$ cat config.mk
export PLATFORM = sky130hd
export DESIGN_NAME = iiitb_bs_flat
export DESIGN_NICKNAME = d
export VERILOG_FILES = /design/src/rtl/iiitb_bs_pkg.sv /design/src/rtl/iiitb_bs_if.sv /design/src/rtl/iiitb_bs_digit.sv /design/src/rtl/iiitb_bs.sv /design/src/flat_wrapper.sv
export SDC_FILE = /design/constraint.sdc
export NUM_CORES = 1
export LEC_CHECK = 0
export BUFFER_PORTS_ARGS = -buffer_cell sky130_fd_sc_hd__buf_2
export CORE_UTILIZATION = 54
export CTS_BUF_LIST = sky130_fd_sc_hd__clkbuf_4
export DETAILED_ROUTE_END_ITERATION = 12
export PLACE_DENSITY = 0.88
export SLEW_MARGIN = 20
export SYNTH_ARGS = -nofsm -noshare
export SYNTH_HDL_FRONTEND = slang
export SYNTH_SLANG_ARGS = --single-unit
$ cat constraint.sdc
create_clock -name clk -period 3.8 [get_ports clk]
set_input_delay 0.38 -clock clk [delete_from_list [all_inputs] [get_ports clk]]
set_output_delay 0.38 -clock clk [all_outputs]
set_load 0.005 [all_outputs]
$ cat src/rtl/iiitb_bs_pkg.sv
// iiitb_bs_pkg: shared types and constants for the digit-serial BCD subtractor.
//   state_e       FSM state encoding
//   BCD_MAX       largest legal BCD digit
//   BCD_RADIX     decimal radix used for the borrow correction
//   INVALID_DIGIT marker written into a result digit when an input digit is not BCD
package iiitb_bs_pkg;

  typedef enum logic [1:0] {
    S_IDLE = 2'd0,
    S_RUN  = 2'd1,
    S_DONE = 2'd2
  } state_e;

  localparam logic [3:0] BCD_MAX       = 4'd9;
  localparam int         BCD_RADIX     = 10;
  localparam logic [3:0] INVALID_DIGIT = 4'hF;

endpackage

$ cat src/rtl/iiitb_bs_if.sv
// iiitb_bs_if: start/busy/done handshake plus operand and result buses.
//   master: drives start, a, b, borrow_in; observes busy, done, diff, borrow, invalid
//   slave : the subtractor side of the same signals
interface iiitb_bs_if #(
  parameter int DIGITS = 4
);
  logic                  start;
  logic [4*DIGITS-1:0]   a;
  logic [4*DIGITS-1:0]   b;
  logic                  borrow_in;
  logic                  busy;
  logic                  done;
  logic [4*DIGITS-1:0]   diff;
  logic                  borrow;
  logic                  invalid;

  modport master (
    output start, a, b, borrow_in,
    input  busy, done, diff, borrow, invalid
  );

  modport slave (
    input  start, a, b, borrow_in,
    output busy, done, diff, borrow, invalid
  );
endinterface

$ cat src/rtl/iiitb_bs_digit.sv
// iiitb_bs_digit: combinational single-digit BCD subtract, d = a - b - bin.
//   i_a, i_b : BCD digits (values above 9 are flagged, not corrected)
//   i_bin    : borrow in
//   o_d      : result digit, INVALID_DIGIT when either input is not BCD
//   o_bout   : borrow out
//   o_inv    : an input digit was greater than 9
module iiitb_bs_digit
  import iiitb_bs_pkg::*;
(
  input  logic [3:0] i_a,
  input  logic [3:0] i_b,
  input  logic       i_bin,
  output logic [3:0] o_d,
  output logic       o_bout,
  output logic       o_inv
);

  // 6-bit signed difference: range -16..15, so no wrap for any 4-bit input
  logic signed [5:0] w_t;
  logic signed [5:0] w_t_adj;
  logic              w_raw_lt;
  logic              w_inv;

  assign w_t      = $signed({2'b00, i_a}) - $signed({2'b00, i_b}) - $signed({5'b0, i_bin});
  assign w_t_adj  = w_t + 6'(BCD_RADIX);
  assign w_inv    = (i_a > BCD_MAX) || (i_b > BCD_MAX);
  // unsigned compare keeps the borrow chain meaningful for non-BCD digits
  assign w_raw_lt = {1'b0, i_a} < ({1'b0, i_b} + {4'b0, i_bin});

  always_comb begin
    o_inv  = w_inv;
    o_bout = 1'b0;
    o_d    = '0;
    if (w_inv) begin
      o_d    = INVALID_DIGIT;
      o_bout = w_raw_lt;
    end else if (w_t[5]) begin
      o_d    = w_t_adj[3:0];
      o_bout = 1'b1;
    end else begin
      o_d    = w_t[3:0];
      o_bout = 1'b0;
    end
  end

endmodule

$ cat src/rtl/iiitb_bs.sv
// iiitb_bs: digit-serial multi-digit BCD subtractor, diff = a - b - borrow_in,
// one digit per clock, least-significant digit first. Negative results come
// back in ten's complement with borrow set.
//   clk, rst : rising-edge clock, synchronous active-high reset
//   bus      : slave side of iiitb_bs_if (start/busy/done, a, b, borrow_in,
//              diff, borrow, invalid)
//
// state  | meaning
// IDLE   | waiting for start; results from the last operation held
// RUN    | one digit per cycle for idx 0..DIGITS-1, idx == DIGITS publishes borrow
// DONE   | done pulse, results valid; start ignored
module iiitb_bs
  import iiitb_bs_pkg::*;
#(
  parameter int DIGITS = 4
) (
  input  logic       clk,
  input  logic       rst,
  iiitb_bs_if.slave  bus
);

  localparam int IDX_W = $clog2(DIGITS) + 1;
  localparam int W     = 4 * DIGITS;

  state_e             r_state;
  state_e             w_next;
  logic [IDX_W-1:0]   r_idx;
  logic [W-1:0]       r_a;
  logic [W-1:0]       r_b;
  logic [W-1:0]       r_diff;
  logic               r_br;
  logic               r_borrow;
  logic               r_invalid;

  logic [3:0]         w_a_dig;
  logic [3:0]         w_b_dig;
  logic [3:0]         w_d;
  logic               w_bout;
  logic               w_inv;
  logic               w_last;

  // idx runs one past the top digit so the final borrow gets its own cycle
  assign w_last = (r_idx == IDX_W'(DIGITS));

  always_comb begin
    w_a_dig = '0;
    w_b_dig = '0;
    for (int i = 0; i < DIGITS; i++) begin
      if (r_idx == IDX_W'(i)) begin
        w_a_dig = r_a[4*i +: 4];
        w_b_dig = r_b[4*i +: 4];
      end
    end
  end

  iiitb_bs_digit u_digit (
    .i_a    (w_a_dig),
    .i_b    (w_b_dig),
    .i_bin  (r_br),
    .o_d    (w_d),
    .o_bout (w_bout),
    .o_inv  (w_inv)
  );

  always_ff @(posedge clk) begin
    if (rst) r_state <= S_IDLE;
    else     r_state <= w_next;
  end

  always_comb begin
    w_next = r_state;
    case (r_state)
      S_IDLE:  if (bus.start) w_next = S_RUN;
      S_RUN:   if (w_last)    w_next = S_DONE;
      S_DONE:  w_next = S_IDLE;
      default: w_next = S_IDLE;
    endcase
  end

  always_ff @(posedge clk) begin
    if (rst) begin
      r_idx     <= '0;
      r_a       <= '0;
      r_b       <= '0;
      r_diff    <= '0;
      r_br      <= 1'b0;
      r_borrow  <= 1'b0;
      r_invalid <= 1'b0;
    end else begin
      case (r_state)
        S_IDLE: begin
          if (bus.start) begin
            r_a       <= bus.a;
            r_b       <= bus.b;
            r_br      <= bus.borrow_in;
            r_idx     <= '0;
            r_diff    <= '0;
            r_borrow  <= 1'b0;
            r_invalid <= 1'b0;
          end
        end
        S_RUN: begin
          if (w_last) begin
            r_borrow <= r_br;
          end else begin
            for (int i = 0; i < DIGITS; i++) begin
              if (r_idx == IDX_W'(i)) r_diff[4*i +: 4] <= w_d;
            end
            r_br  <= w_bout;
            r_idx <= r_idx + IDX_W'(1);
            if (w_inv) r_invalid <= 1'b1;
          end
        end
        default: ;
      endcase
    end
  end

  assign bus.busy    = (r_state != S_IDLE);
  assign bus.done    = (r_state == S_DONE);
  assign bus.diff    = r_diff;
  assign bus.borrow  = r_borrow;
  assign bus.invalid = r_invalid;

endmodule
$ cat src/flat_wrapper.sv
// flat-port wrapper written by rule: the top's interface ports become plain ports
module iiitb_bs_flat import iiitb_bs_pkg::*;
#(
  parameter int DIGITS = 4
)
  (clk, rst, bus_start, bus_a, bus_b, bus_borrow_in, bus_busy, bus_done, bus_diff, bus_borrow, bus_invalid);
  iiitb_bs_if #(.DIGITS(DIGITS)) bus_i ();
  input  logic clk;
  input  logic rst;
  input wire logic [$bits(bus_i.start)-1:0] bus_start;
  input wire logic [$bits(bus_i.a)-1:0] bus_a;
  input wire logic [$bits(bus_i.b)-1:0] bus_b;
  input wire logic [$bits(bus_i.borrow_in)-1:0] bus_borrow_in;
  output wire logic [$bits(bus_i.busy)-1:0] bus_busy;
  output wire logic [$bits(bus_i.done)-1:0] bus_done;
  output wire logic [$bits(bus_i.diff)-1:0] bus_diff;
  output wire logic [$bits(bus_i.borrow)-1:0] bus_borrow;
  output wire logic [$bits(bus_i.invalid)-1:0] bus_invalid;
  assign bus_i.start = bus_start;
  assign bus_i.a = bus_a;
  assign bus_i.b = bus_b;
  assign bus_i.borrow_in = bus_borrow_in;
  assign bus_busy = bus_i.busy;
  assign bus_done = bus_i.done;
  assign bus_diff = bus_i.diff;
  assign bus_borrow = bus_i.borrow;
  assign bus_invalid = bus_i.invalid;
  iiitb_bs #(.DIGITS(DIGITS)) u_core (.clk(clk), .rst(rst), .bus(bus_i));
endmodule
==> results_dict.tcl <==
set metrics [dict create \
    viasPerCell 5.82 \
    critPathLaunchType "flop" \
    cts_htree_levels 2 \
    start_util_pct 56.2 \
    core_um2 5510 \
    worstHoldStart "bus_a[4]" \
    multi_input_area_um2 1850 \
    wl_per_cell_um 14.8 \
    ys_seq_area_share_pct 36.2 \
    crit_path_max_incr_delay_ps 420 \
    clk_latency_ps 380 \
    synth_enable_flop_cells 0 \
    power_density_nw_per_um2 385 \
    fmax_mhz 272 \
    clkPwrFrac_pct 18.3 \
    first_pass_iters 7 \
    r2r_slack_ps 120 \
    cp-end-kind "flop" \
    path_class "flop to flop" \
    chipHeight_um 77.7 \
    port_buffers 55 \
    worstRegToRegCells 16 \
    grt.total_usage_pct 24.9 \
    synth_top_area_share_pct 36.2 \
    fin_nets 495 \
    switching_share_pct 35.5 \
    arrival_ps 3960 \
    min_path_cells 3 \
    grt_overflow_total 0 \
    drive_gt1_share_pct 25.1 \
    power.share.sequential_pct 47.1 \
    stdcell_count 515 \
    place_ws_ps -6.03 \
    yosys-top-cells-area "dfxtp_1 (36%), nand2_1 (10%), a21oi_1 (7.8%)" \
    r2r_start "u_core.r_idx[0]" \
    dp.cells 499 \
    busiest_layer "met2" \
    cp_num_buf_inv 4 \
    p_leak_nw 1.55 \
    synth.largest_area_cell "dfxtp_1" \
    final.min_clock_period_ps 3680 \
    cts_max_path_buffers 2 \
    layout_commonest_cell "nand2_1" \
    final_hold_viol_count 0 \
    grt_pass1_wl_mm 12.0 \
    nFillCells 460 \
    num_antenna_cells 0 \
    antenna_found_initial 0 \
    grt_max_degree 73 \
    met2_usage_pct 43.9 \
    post-dp-hpwl_mm 5.37 \
    yosys_warnings 0 \
    drt_iter0_markers 220 \
    die_w_um 77.7 \
    r2r-end "u_core.bus.diff[11]" \
    ys_async_sr_fraction_pct 0 \
    syn_inst 385 \
    hold_class "input pin to flop" \
    final_antenna_net_count 0 \
    layout_common_cells "nand2_1 (84), buf_2 (54), dfxtp_1 (53)" \
    fin_crit_sh_pct 96.7 \
    pin_count 56 \
    dieArea_um2 6030 \
    ys.flop_type "dfxtp_1" \
    skew_ps 11.6 \
    cts_sinks 56 \
    gp_congestion 0.923 \
    seqCellArea_um2 1120 \
    grtUsageMet3_pct 4.00 \
    drc 0 \
    max_slew.worst_pin.slew_ps 768 \
    path_clk_slew_ps 160 \
    synth_area_um2 3090 \
    setup_viol 0 \
    slew_headroom_pct 48.7 \
    clockRootBuffer "clkbuf_4" \
    drv_cap 0 \
    worstPathCellList "inv_1, ha_2, buf_4, and3b_1, o221ai_4, nand2_1, xor2_1, ha_1, inv_1, ha_1, xor3_1, inv_1, ha_1, o211ai_2, o311ai_2, a221o_1" \
    vias 2998 \
    cts_tree "yes" \
    syn_area_per_cell_um2 8.03 \
    critPathTopFamily "compound AO/OA/AOI/OAI gates" \
    finalPower_w 0.00138 \
    outcome "finished, final reports clean" \
    layout_setup_ws_ps 124 \
    internal_power_w 0.000888 \
    met1_usage_pct 29.6 \
    critPathSlowestCell "dfxtp_2" \
    p_sw_w 0.000490 \
    synthToLayoutAreaGrowth_pct 15.8 \
    yosysUniqueCellTypes 52 \
    grt_pass1_vias 2727 \
    hold_end "u_core.r_a[4]" \
    finalMaxSlewViolations 0 \
    totalNegativeSetupSlack_ps 0 \
    synth_seq_cells 56 \
    stdcell_area_um2 3580 \
    numCtsBuffers 5 \
    vdd_drop_max_uv 185 \
    postPlaceCellArea_um2 3440 \
    ctsHoldBuffers 0 \
    worstPathRequired_ps 4090 \
    p_comb_share_pct 34.7 \
    drt_wl_total_mm 7.63 \
    path_max_fanout 5 \
    rows 27 \
    syn_nets 438 \
]
[synthesized netlist by cell type (3+ instances only)]
library cell,number
a21oi_1,48
a21oi_2,3
a221o_1,5
a32oi_1,4
buf_1,4
clkbuf_1,18
dfxtp_1,56
ha_1,17
inv_1,13
nand2_1,84
nand2b_1,6
nand3_1,15
nand4_1,3
nand4b_1,8
nor2_1,28
nor2b_1,5
nor3_1,6
o211ai_2,3
o21ai_0,7
o21ai_1,3
o31ai_1,3
o31ai_2,5
xor2_1,3
[sequential cells by signal, summed over array words and instances (netlist names)]
register            cells
u_core.bus.diff        16
u_core.r_a             16
u_core.r_b             16
u_core.r_idx            3
u_core.r_state          2
u_core.bus.borrow       1
u_core.bus.invalid      1
u_core.r_br             1
[worst max path at each step]
| stage | depth (start not counted) | slack [ps] | from | to |
|---|---|---|---|---|
| after detailed placement | 14 | -6 | u_core.r_idx[0] | u_core.bus.diff[2] |
| final | 16 | 120 | u_core.r_idx[0] | u_core.bus.diff[11] |
| after floorplan | 17 | 330 | u_core.r_idx[0] | u_core.bus.diff[13] |
| after CTS | 15 | 20 | u_core.r_idx[0] | u_core.bus.diff[2] |
| after global routing | 16 | -30 | u_core.r_idx[0] | u_core.bus.diff[15] |
| after global placement | 14 | 130 | u_core.r_idx[0] | u_core.bus.diff[3] |
[power groups by stage]
| stage | Combinational [W] | Clock, W | Sequential (W) |
|---|---|---|---|
| after floorplan | 0.000347 | 0 | 0.000652 |
| after global placement | 0.000433 | 0 | 0.000657 |
| after detailed placement | 0.000453 | 0 | 0.000658 |
| after CTS | 0.000456 | 0.000253 | 0.000646 |
| after global routing | 0.000529 | 0.000279 | 0.000651 |
| final | 0.000478 | 0.000252 | 0.000648 |
[metal layers]
metal	wire length, um	vias up
li1	-	1457
met5	0	-
met2	3780	94
met3	305	25
met1	3330	1422
met4	209	0
[cell type report]
class / count / share of cell area, %
inverter: 15 / 1.57
sequential: 56 / 31.4
timing repair buffer: 73 / 11.5
multi-input combinational: 291 / 51.5
clock inverter: 3 / 0.384
tap: 72 / 2.52
clock buffer: 5 / 1.05
[cells by family after synthesis]
family	synth area share, %
adder cells (fa/ha/maj)	6.88
multiplexers	0.324
flip-flops	36.2
XOR/XNOR	1.90
AND/OR/NAND/NOR	27.3
buffers and inverters	4.73
AO/OA/AOI/OAI	22.6
[worst min-delay path, delay by kind of cell]
family                 cells  cell delay [ps]
AO/OA/AOI/OAI              1               50
buffers and inverters      1               90
AND/OR/NAND/NOR            1               40
[what timing repair did]
item	in CTS	in global routing
resized for setup	1	7
setup buffers	0	8
pin swaps	0	2
endpoints found under the setup margin	12	13
[per-stage QoR]
stage               util (%)  hold WS (ps)
finish                  65.0           210
global route            65.0           195
CTS                     63.5           205
detailed placement      62.5           445
global placement        62.5           442
floorplan                  -           431
Power figures use the tool's default switching activity.
